`src/rtl/shift_unit_arbiter_if.sv`:
```
// +----------------------------------------------------------------------------+
// | Module      : shift_unit_arbiter_if                                        |
// | Description : Requester A/B and result handshake bundle for the shared     |
// |               shift unit.                                                  |
// | Revision    : 1.0 - initial release                                        |
// +----------------------------------------------------------------------------+
`default_nettype none

interface shift_unit_arbiter_if #(
  parameter int DATA_W = 16,
  parameter int AMT_W  = 4
);
  logic              a_valid;
  logic [DATA_W-1:0] a_data;
  logic [AMT_W-1:0]  a_amt;
  logic              a_ready;

  logic              b_valid;
  logic [DATA_W-1:0] b_data;
  logic [AMT_W-1:0]  b_amt;
  logic              b_ready;

  logic              out_valid;
  logic [DATA_W-1:0] out_data;
  logic              out_id;
  logic              out_ready;

  // Requesters and the downstream consumer
  modport master (
    output a_valid, a_data, a_amt,
    input  a_ready,
    output b_valid, b_data, b_amt,
    input  b_ready,
    input  out_valid, out_data, out_id,
    output out_ready
  );

  // The arbiter itself
  modport slave (
    input  a_valid, a_data, a_amt,
    output a_ready,
    input  b_valid, b_data, b_amt,
    output b_ready,
    output out_valid, out_data, out_id,
    input  out_ready
  );
endinterface

`default_nettype wire

```
`src/rtl/shift_unit_arbiter.sv`:
```
// +----------------------------------------------------------------------------+
// | Module      : shift_unit_arbiter                                           |
// | Description : Round-robin sharing of one 16-bit logical right shifter      |
// |               between two requesters, registered tagged output stage.      |
// |               Optional grant counters: define SHIFT_ARB_STATS_EN.          |
// | Revision    : 1.0 - initial release                                        |
// +----------------------------------------------------------------------------+
`default_nettype none

module barrel_shifter_16bit (
  input  logic [15:0] data_in,
  input  logic [3:0]  ctrl,
  output logic [15:0] data_out
);
  logic [15:0] w_stage [0:4];

  assign w_stage[0] = data_in;

  // Stage s shifts by 2**s when ctrl[s] is set, zero filling from the top
  for (genvar s = 0; s < 4; s++) begin : g_stage
    assign w_stage[s+1] = ctrl[s] ? (w_stage[s] >> (1 << s)) : w_stage[s];
  end

  assign data_out = w_stage[4];
endmodule

module shift_unit_arbiter #(
  parameter int DATA_W = 16,
  parameter int AMT_W  = 4
`ifdef SHIFT_ARB_STATS_EN
  ,
  parameter int STAT_W = 16
`endif
) (
  input  logic                clk,
  input  logic                rst,
  shift_unit_arbiter_if.slave bus
`ifdef SHIFT_ARB_STATS_EN
  ,
  output logic [STAT_W-1:0]   a_grant_cnt,
  output logic [STAT_W-1:0]   b_grant_cnt
`endif
);

  typedef enum logic [0:0] {
    ST_EMPTY = 1'b0,
    ST_FULL  = 1'b1
  } state_t;

  state_t            r_state;
  state_t            w_state_nxt;
  logic              r_last_id;
  logic [DATA_W-1:0] r_out_data;
  logic              r_out_id;

  logic              w_can_accept;
  logic              w_grant_a;
  logic              w_grant_b;
  logic              w_acc_a;
  logic              w_acc_b;
  logic              w_accept;
  logic [DATA_W-1:0] w_sh_in;
  logic [AMT_W-1:0]  w_sh_amt;
  logic [DATA_W-1:0] w_sh_out;

  // Grant ignores out_ready so a stalled winner keeps its grant until accepted
  always_comb begin
    w_state_nxt  = r_state;
    w_can_accept = (r_state == ST_EMPTY) || bus.out_ready;
    w_grant_a    = bus.a_valid && (!bus.b_valid || r_last_id);
    w_grant_b    = bus.b_valid && (!bus.a_valid || !r_last_id);
    w_acc_a      = w_grant_a && w_can_accept && !rst;
    w_acc_b      = w_grant_b && w_can_accept && !rst;
    w_accept     = w_acc_a || w_acc_b;

    case (r_state)
      ST_EMPTY: begin
        if (w_accept) begin
          w_state_nxt = ST_FULL;
        end
      end
      ST_FULL: begin
        if (w_accept) begin
          w_state_nxt = ST_FULL;
        end else if (bus.out_ready) begin
          w_state_nxt = ST_EMPTY;
        end
      end
      default: w_state_nxt = ST_EMPTY;
    endcase
  end

  always_ff @(posedge clk) begin
    if (rst) begin
      r_state <= ST_EMPTY;
    end else begin
      r_state <= w_state_nxt;
    end
  end

  assign w_sh_in  = w_grant_b ? bus.b_data : bus.a_data;
  assign w_sh_amt = w_grant_b ? bus.b_amt  : bus.a_amt;

  barrel_shifter_16bit u_shifter (
    .data_in  (w_sh_in),
    .ctrl     (w_sh_amt),
    .data_out (w_sh_out)
  );

  always_ff @(posedge clk) begin
    if (rst) begin
      r_out_data <= '0;
      r_out_id   <= 1'b0;
      r_last_id  <= 1'b1;
    end else if (w_accept) begin
      r_out_data <= w_sh_out;
      r_out_id   <= w_acc_b;
      r_last_id  <= w_acc_b;
    end
  end

  assign bus.a_ready   = w_acc_a;
  assign bus.b_ready   = w_acc_b;
  assign bus.out_valid = (r_state == ST_FULL);
  assign bus.out_data  = r_out_data;
  assign bus.out_id    = r_out_id;

`ifdef SHIFT_ARB_STATS_EN
  logic [STAT_W-1:0] r_a_cnt;
  logic [STAT_W-1:0] r_b_cnt;

  // Counters stick at all-ones instead of wrapping
  always_ff @(posedge clk) begin
    if (rst) begin
      r_a_cnt <= '0;
      r_b_cnt <= '0;
    end else begin
      if (w_acc_a && (r_a_cnt != {STAT_W{1'b1}})) begin
        r_a_cnt <= r_a_cnt + {{(STAT_W-1){1'b0}}, 1'b1};
      end
      if (w_acc_b && (r_b_cnt != {STAT_W{1'b1}})) begin
        r_b_cnt <= r_b_cnt + {{(STAT_W-1){1'b0}}, 1'b1};
      end
    end
  end

  assign a_grant_cnt = r_a_cnt;
  assign b_grant_cnt = r_b_cnt;
`else
  // Grant statistics not built in this configuration
`endif

endmodule

`default_nettype wire
```
`src/flat_wrapper.sv`:
```
// flat-port wrapper written by rule: the top's interface ports become plain ports
module shift_unit_arbiter_flat 
#(
  parameter int DATA_W = 16,
  parameter int AMT_W  = 4

)
  (clk, rst, bus_a_valid, bus_a_data, bus_a_amt, bus_a_ready, bus_b_valid, bus_b_data, bus_b_amt, bus_b_ready, bus_out_valid, bus_out_data, bus_out_id, bus_out_ready);
  shift_unit_arbiter_if #(.DATA_W(DATA_W), .AMT_W(AMT_W)) bus_i ();
  input  logic clk;
  input  logic rst;
  input wire logic [$bits(bus_i.a_valid)-1:0] bus_a_valid;
  input wire logic [$bits(bus_i.a_data)-1:0] bus_a_data;
  input wire logic [$bits(bus_i.a_amt)-1:0] bus_a_amt;
  output wire logic [$bits(bus_i.a_ready)-1:0] bus_a_ready;
  input wire logic [$bits(bus_i.b_valid)-1:0] bus_b_valid;
  input wire logic [$bits(bus_i.b_data)-1:0] bus_b_data;
  input wire logic [$bits(bus_i.b_amt)-1:0] bus_b_amt;
  output wire logic [$bits(bus_i.b_ready)-1:0] bus_b_ready;
  output wire logic [$bits(bus_i.out_valid)-1:0] bus_out_valid;
  output wire logic [$bits(bus_i.out_data)-1:0] bus_out_data;
  output wire logic [$bits(bus_i.out_id)-1:0] bus_out_id;
  input wire logic [$bits(bus_i.out_ready)-1:0] bus_out_ready;
  assign bus_i.a_valid = bus_a_valid;
  assign bus_i.a_data = bus_a_data;
  assign bus_i.a_amt = bus_a_amt;
  assign bus_a_ready = bus_i.a_ready;
  assign bus_i.b_valid = bus_b_valid;
  assign bus_i.b_data = bus_b_data;
  assign bus_i.b_amt = bus_b_amt;
  assign bus_b_ready = bus_i.b_ready;
  assign bus_out_valid = bus_i.out_valid;
  assign bus_out_data = bus_i.out_data;
  assign bus_out_id = bus_i.out_id;
  assign bus_i.out_ready = bus_out_ready;
  shift_unit_arbiter #(.DATA_W(DATA_W), .AMT_W(AMT_W)) u_core (.clk(clk), .rst(rst), .bus(bus_i));
endmodule
```
`config.mk`:
```
export PLATFORM = sky130hd
export DESIGN_NAME = shift_unit_arbiter_flat
export DESIGN_NICKNAME = d
export VERILOG_FILES = /design/src/rtl/shift_unit_arbiter_if.sv /design/src/rtl/shift_unit_arbiter.sv /design/src/flat_wrapper.sv
export SDC_FILE = /design/constraint.sdc
export NUM_CORES = 1
export LEC_CHECK = 0
export CAP_MARGIN = 20
export CORE_AREA = 4 4 73 75
export CTS_BUF_LIST = sky130_fd_sc_hd__clkbuf_16
export DETAILED_ROUTE_END_ITERATION = 7
export DIE_AREA = 0 0 77 79
export GPL_TIMING_DRIVEN = 0
export PLACE_DENSITY = 0.76
export SYNTH_ARGS = -nofsm -noshare
export SYNTH_HDL_FRONTEND = slang
export SYNTH_SLANG_ARGS = --single-unit
```
`constraint.sdc`:
```
create_clock -name clk -period 1.98 [get_ports clk]
set_input_delay 0.396 -clock clk [delete_from_list [all_inputs] [get_ports clk]]
set_output_delay 0.396 -clock clk [all_outputs]
set_load 0.005 [all_outputs]
```
==> Flow_metrics.wiki, run 1 <==
{| class="wikitable"
! Metric !! Value
|-
| Switching share of total power || 0.297
|-
| Tightest Hold Check Type || flop to flop
|-
| Leading post-synthesis cells by cell area || dfxtp_1 (20%), mux4_1 (16%), mux2i_1 (12%), mux4_2 (9.3%), o211ai_1 (4.3%)
|-
| Longest individual stage delay on the worst path || 0.27 ns
|-
| Switching power of the nets || 421 µW
|-
| Number of diodes added for antenna fixing || 0
|-
| Count of different cell masters after synthesis || 42
|-
| Synthesized cell area || 1940 µm²
|-
| Setup-violating endpoint count in the final report || 0
|-
| Fraction of power consumed by the clock network || 0.290
|-
| Total number of yosys warnings || 0
|-
| Maximum Capacitance Violations || 0
|-
| Synthesis-to-finish area growth || 41.0%
|-
| Clock-pin slew on the worst setup and hold paths || 0.05 ns
|-
| Slew headroom || 0.652
|-
| Iteration count of the initial detailed-routing pass || 4
|-
| Sequential element share of the synthesized area || 0.196
|-
| Number of nets at the end of the flow || 305
|-
| Placer congestion estimate || 0.932
|-
| Leakage power summed over all cells || 0.00108 µW
|-
| Number of failing hold endpoints at the final stage || 0
|-
| Proportion of power drawn by flip-flops and latches || 0.307
|-
| Maximum clock rate || roughly 520 MHz
|-
| Worst path slowest cell || a21bo_4
|-
| Instance count of the mapped netlist || 195
|-
| Fraction of final layout cells with drive strength greater than 1 || 0.205
|-
| Total number of vias || 1939
|-
| Pwr dens || ~520 nW/µm²
|-
| 1st-iter DRT viols || 110
|-
| Vias in the first global route || 1905
|-
| R2R cell count || 6
|-
| Final period util || 0.976
|-
| Width of the die || 77 µm
|-
| Biggest area consumer among synthesized cells || dfxtp_1
|-
| Largest net degree at the start of global routing || 12
|-
| DP HPWL || 4460 µm
|-
| Die footprint || 6080 µm²
|-
| Total global routing overflow || 0
|-
| Max H-tree Level || 1
|-
| Overall routed net length || 5640 µm
|-
| Transition time of the tightest slew-check pin || 0.512 ns
|-
| Register-to-register setup slack || around 0.11 ns
|-
| DR DRC count || 0
|-
| Starting utilization of the core area || 0.416
|-
| Shortest period the worst path allows || 1.93 ns
|-
| Latest clock arrival within the worst-skew pair || 0.25 ns
|-
| Flip-flop and latch count after synthesis || 19
|-
| Nature of the critical path endpoint || primary output
|-
| CP Data Arrival Time || 1.54 ns
|-
| Critical register-to-register path endpoint || u_core.bus.out_data[0]
|-
| CP Class || input port to primary output
|-
| Cts bufs inserted || 3
|-
| Number of port buffers || 60
|-
| Cells along the critical path || clkdlybuf4s15_2 > a21bo_4 > buf_6 > buf_8 > nor3_2 > clkdlybuf4s15_2
|-
| Placed cell area || 2610 µm²
|-
| Placeable core region || about 4700 µm²
|-
| First-pass GRT wire length || 9030 µm
|-
| Unrepaired setup endpoints after global routing || false
|-
| Req. time, crit path || ~1.6 ns
|-
| Max rail drop VDD || 0.246 mV
|-
| Clock sinks || 19
|-
| Pins over their slew limit || 0
|-
| Worst-path maximum fanout || 10
|-
| Remaining antenna violation count after routing || 0
|-
| Number of antenna violations at the first check in global routing || 0
|-
| Start of the worst register-to-register path || u_core.r_last_id
|-
| Crit-path most repeated cell || clkdlybuf4s15_2
|-
| Library cell used as clock root buffer || clkbuf_16
|-
| Comb power frac || 0.403
|-
| Launch point of the worst path || bus_b_valid
|-
| Clock Skews || 0.00210 ns
|-
| Clock tree from TritonCTS || yes
|-
| Critical Path End || bus_b_ready
|-
| Status || completed
|-
| Number of ports placed on the die boundary || 65
|-
| Top-area cell type share of the netlist area || 0.196
|-
| Internal power component || 997 µW
|-
| Routed len/inst || 18.0 µm
|-
| Final Cell Area || about 2700 µm²
|-
| Category of the worst setup path launch point || input port
|-
| Gr usage total || 0.183
|-
| Via density per instance || 6.19
|-
| Count of standard-cell rows || 25
|-
| Vertical extent of the die || 79 µm
|-
| Number of hold buffers added after CTS || 0
|-
| Synth Net Count || 240
|-
| CTS max path bufs || 2
|-
| Post-synthesis area per instance || ~9.9 µm²
|-
| Final Total Pwr || 1420 µW
|}
cell families after synthesis:
logic type      synth area share
compound gates             0.180
mux                        0.431
flops                      0.196
buf+inv                   0.0517
simple gates               0.141
stage by stage:
step / setup TNS [ns] / cells / hold slack, ns / utilization / setup WS [ns]
detailed placement: -8.23 / 309 / 0.449 / 0.559 / -0.831
finish: 0 / 313 / 0.456 / 0.586 / 0.0480
floorplan: 0 / 195 / 0.453 / - / 0.0503
global placement: -8.30 / 309 / 0.444 / 0.559 / -0.821
global route: 0 / 313 / 0.480 / 0.586 / 0.00273
CTS: 0 / 314 / 0.456 / 0.580 / 0.00660
layout by cell type, fill, tap and decap left out, types with 3 or more instances in the layout:
cell type	netlist	routed
a21oi_1	9	8
a22oi_1	7	7
buf_2	8	7
buf_4	0	3
buf_6	3	3
clkbuf_16	0	3
clkdlybuf4s15_2	0	3
clkdlybuf4s50_1	0	39
dfxtp_1	19	18
dlygate4sd2_1	0	17
mux2_2	7	6
mux2_4	2	3
mux2i_1	23	22
mux4_1	12	9
mux4_2	8	11
nand2_1	16	16
nand3_1	3	3
nand3b_1	4	4
nor2_1	16	16
nor3_1	7	6
o211ai_1	11	11
o21ai_0	5	5
worst min path at each step:
| stage | startpoint | cells after the start | endpoint |
|---|---|---|---|
| detailed placement | u_core.bus.out_data[9] | 2 | u_core.bus.out_data[9] |
| global route | u_core.bus.out_data[11] | 2 | u_core.bus.out_data[11] |
| global placement | u_core.bus.out_data[10] | 2 | u_core.bus.out_data[10] |
| CTS | u_core.bus.out_data[9] | 2 | u_core.bus.out_data[9] |
| floorplan | u_core.bus.out_data[10] | 2 | u_core.bus.out_data[10] |
| finish | u_core.bus.out_data[11] | 2 | u_core.bus.out_data[11] |
final cells by class:
class                           count  area, µm²
Inverter                            1       3.75
Tap cell                           54       67.6
Sequential cell                    19        382
Clock buffer                        3       75.1
Timing Repair Buffer               62        601
Buffer                             15        106
Multi-Input combinational cell    158       1490
Fill cell                         418       1930
Clock inverter                      1       5.00
timing repair:
action,in CTS,in global routing
endpoints found under the setup margin,18,15
pin swaps,3,1
resized for setup,40,10
buffers inserted,2,0
critical path: cells and delay by family:
| kind | cells | cell delay (ns) |
|---|---|---|
| AO/OA/AOI/OAI | 1 | 0.27 |
| AND/OR/NAND/NOR | 1 | 0.14 |
| buffers and inverters | 4 | 0.73 |
power by group through the flow:
stage	Sequential, µW	Clock [µW]	Combinational, µW
3_3_place_gp	442	0	545
2_1_floorplan	443	0	311
4_1_cts	434	421	558
6_report	435	411	572
5_1_grt	439	436	615
3_5_place_dp	442	0	554
state kept, by name, indices dropped and copies added, names as in the netlist:
name	cells
u_core.bus.out_data	16
u_core.bus.out_id	1
u_core.bus.out_valid	1
u_core.r_last_id	1
cell usage after synthesis, drive strengths merged:
cell and number:
a21o 1, o21bai 1, mux4 20, nor2b 2, a21oi 9, a211oi 3, o21ai 6, o211ai 12
mux2i 23, and3 1, a221oi 1, nand3b 4, a22o 1, or3 1, or4 1, nor2 16
a21bo 1, nand3 3, dfxtp 19, buf 12, a32oi 2, and2 2, a21boi 2, clkbuf 5
inv 1, o21a 1, a31oi 1, nor4 2, a22oi 7, nand2 16, a211o 1, mux2 9
nor3 8, nand2b 1
per-layer routing:
| layer | track usage | vias up | wire length, µm |
|---|---|---|---|
| met1 | 0.239 | 911 | 2410 |
| met4 | 0.0694 | 0 | 189 |
| li1 | - | 909 | - |
| met5 | 0 | - | 0 |
| met3 | 0.0272 | 21 | 397 |
| met2 | 0.307 | 98 | 2650 |
No activity file was read; power rests on OpenSTA's default activity.
==> run 2: changes to the inputs <==
--- a/constraint.sdc
+++ b/constraint.sdc
@@ -3,2 +3,2 @@
 set_output_delay 0.396 -clock clk [all_outputs]
-set_load 0.005 [all_outputs]
+set_load 0.01 [all_outputs]
==> run 2 against run 1 <==
Utilization decreased by 0.48 points. Largest cell class unchanged. Sequential share of layout area up 0.12 points. Final area down 0.82%. Clock-buffer cell count unchanged. Non-clock buffer count unchanged.
==> Flow_metrics.wiki, run 2 (synthesis gave the netlist of run 1 again) <==
{| class="wikitable"
! Metric !! Value
|-
| Status || completed
|-
| Internal power component || approximately 990 µW
|-
| Count of filler cells inserted in the layout || 422
|-
| Number of port buffers || 60
|-
| Number of hold buffers added after CTS || 0
|-
| Starting utilization of the core area || 0.416
|-
| Final period util || 0.959
|-
| Max H-tree Level || 1
|-
| Hold Worst Slack || 0.456 ns
|-
| Share of the core filled with cells || 0.581
|-
| Total global routing overflow || 0
|-
| Start of the worst register-to-register path || u_core.r_last_id
|-
| Total placed cells including tap cells || 309
|-
| Worst-path maximum fanout || 10
|-
| Tightest Hold Check Type || flop to flop
|-
| Latest clock arrival within the worst-skew pair || 0.25 ns
|-
| Pwr dens || 528 nW/µm²
|-
| Cts bufs inserted || 3
|-
| Clock Skews || approximately 0.0013 ns
|-
| Width of the die || 77 µm
|-
| Maximum clock rate || between 500 and 600 MHz
|-
| Placeable core region || about 4700 µm²
|-
| Setup-violating endpoint count in the final report || 0
|-
| Clock-pin slew on the worst setup and hold paths || 0.05 ns
|-
| Library cell used as clock root buffer || clkbuf_16
|-
| Pre-CTS setup slack || -0.866 ns
|-
| 1st-iter DRT viols || 140
|-
| DP HPWL || 4460 µm
|-
| Synthesis-to-finish area growth || 39.8%
|-
| Number of antenna violations at the first check in global routing || 0
|-
| Unrepaired setup endpoints after global routing || false
|-
| Register-to-register setup slack || around 0.12 ns
|-
| Die footprint || 6080 µm²
|-
| Total number of vias || 1930
|-
| Remaining antenna violation count after routing || 0
|-
| Number of failing hold endpoints at the final stage || 0
|-
| R2R cell count || 6
|-
| DR DRC count || 0
|-
| CTS max path bufs || 2
|-
| Routed len/inst || 18.1 µm
|-
| Switching power of the nets || 435 µW
|-
| Nature of the critical path endpoint || primary output
|-
| Most frequent standard cell in the layout excluding fill and tap cells || clkdlybuf4s50_1
|-
| CP Data Arrival Time || 1.50 ns
|-
| Startpoint of the tightest hold check path || u_core.bus.out_data[9]
|-
| CP Class || input port to primary output
|-
| Iteration count of the initial detailed-routing pass || 4
|-
| Critical register-to-register path endpoint || u_core.bus.out_data[0]
|-
| Overall routed net length || 5660 µm
|-
| Max rail drop VDD || 0.246 mV
|-
| Fraction of power consumed by the clock network || 0.289
|-
| Number of diodes added for antenna fixing || 0
|-
| Pins over their slew limit || 0
|-
| First-pass GRT wire length || 9040 µm
|-
| Maximum Capacitance Violations || 0
|-
| Commonest cells after routing, fill and taps aside || clkdlybuf4s50_1 (39), mux2i_1 (22), dfxtp_1 (18)
|-
| Flip-flop count of the largest register after layout || 16
|-
| Switching share of total power || 0.304
|-
| Number of nets at the end of the flow || 305
|-
| Vertical extent of the die || 79 µm
|-
| Clock sinks || 19
|-
| Worst path setup slack after routing || 0.0807 ns
|-
| Leakage power summed over all cells || between 0.001 and 0.0015 µW
|-
| Vias in the first global route || roughly 1900
|-
| Number of ports placed on the die boundary || 65
|-
| Hold path cells || 2
|-
| Category of the worst setup path launch point || input port
|-
| Count of standard-cell rows || 25
|-
| Proportion of power drawn by flip-flops and latches || 0.304
|-
| Clock tree from TritonCTS || yes
|-
| Placer congestion estimate || 0.932
|-
| Comb power frac || 0.407
|-
| Via density per instance || ~6
|-
| Slew headroom || 0.658
|-
| Fraction of final layout cells with drive strength greater than 1 || 0.205
|-
| Largest net degree at the start of global routing || 12
|-
| Shortest period the worst path allows || roughly 1.9 ns
|-
| Post-layout instance count excluding filler cells || approximately 310
|-
| Transition time of the tightest slew-check pin || slightly above 0.5 ns
|-
| Req. time, crit path || about 1.6 ns
|-
| Gr usage total || 0.183
|-
| Endpoint of the worst hold-timing path || u_core.bus.out_data[9]
|}
run 2: routing by layer:
metal	vias up	part of all wire	wire, µm	global-route usage
met5	-	0	0	0
met4	0	0.030	168	0.0694
met3	17	0.059	331	0.0283
met2	83	0.47	2680	0.307
met1	922	0.44	2470	0.239
li1	908	-	-	-
run 2: final cells by class:
| class | instances | area [µm²] | share of cell area |
|---|---|---|---|
| plain buffers | 15 | 103 | 0.0379 |
| clock buffers | 3 | 75.1 | 0.0277 |
| clock inverters | 1 | 5.00 | 0.00185 |
| inverters | 1 | 3.75 | 0.00139 |
| multi-input cells | 158 | 1490 | 0.550 |
| flip-flops and latches | 19 | 382 | 0.141 |
| well taps | 54 | 67.6 | 0.0250 |
| repair buffers | 62 | 582 | 0.215 |
run 2: through the flow:
step	total power (µW)	setup TNS [ns]	area, µm²
global route	1500	0	2710
CTS	1420	0	2690
finish	1430	0	2710
detailed placement	1010	-8.30	2610
global placement	1000	-8.37	2610
floorplan	767	0	1940
run 2: worst max-delay path by stage:
stage	from	end	cells after the start
final	rst	bus_a_ready	4
after global placement	bus_b_valid	bus_b_ready	6
after global routing	bus_a_amt[1]	u_core.bus.out_data[3]	7
after CTS	bus_a_valid	bus_b_ready	6
after detailed placement	bus_b_valid	bus_b_ready	6
after floorplan	bus_a_amt[0]	u_core.bus.out_data[0]	6
run 2: worst max-delay path, cell delays in order:
cell	delay [ns]
clkdlybuf4s50_1	0.42
clkbuf_2	0.20
nor3_1	0.20
dlygate4sd2_1	0.29
run 2: power groups by stage:
stage               clock network, µW  logic (µW)  registers [µW]
floorplan                           0         312             455
global placement                    0         558             442
detailed placement                  0         566             442
CTS                               421         568             434
global route                      436         624             439
finish                            413         581             435
run 2: what timing repair did:
action                                  in CTS  in global routing
gates resized for setup                     36                 12
setup buffers                                2                  0
pin swaps                                    3                  2
endpoints found under the setup margin      18                 16
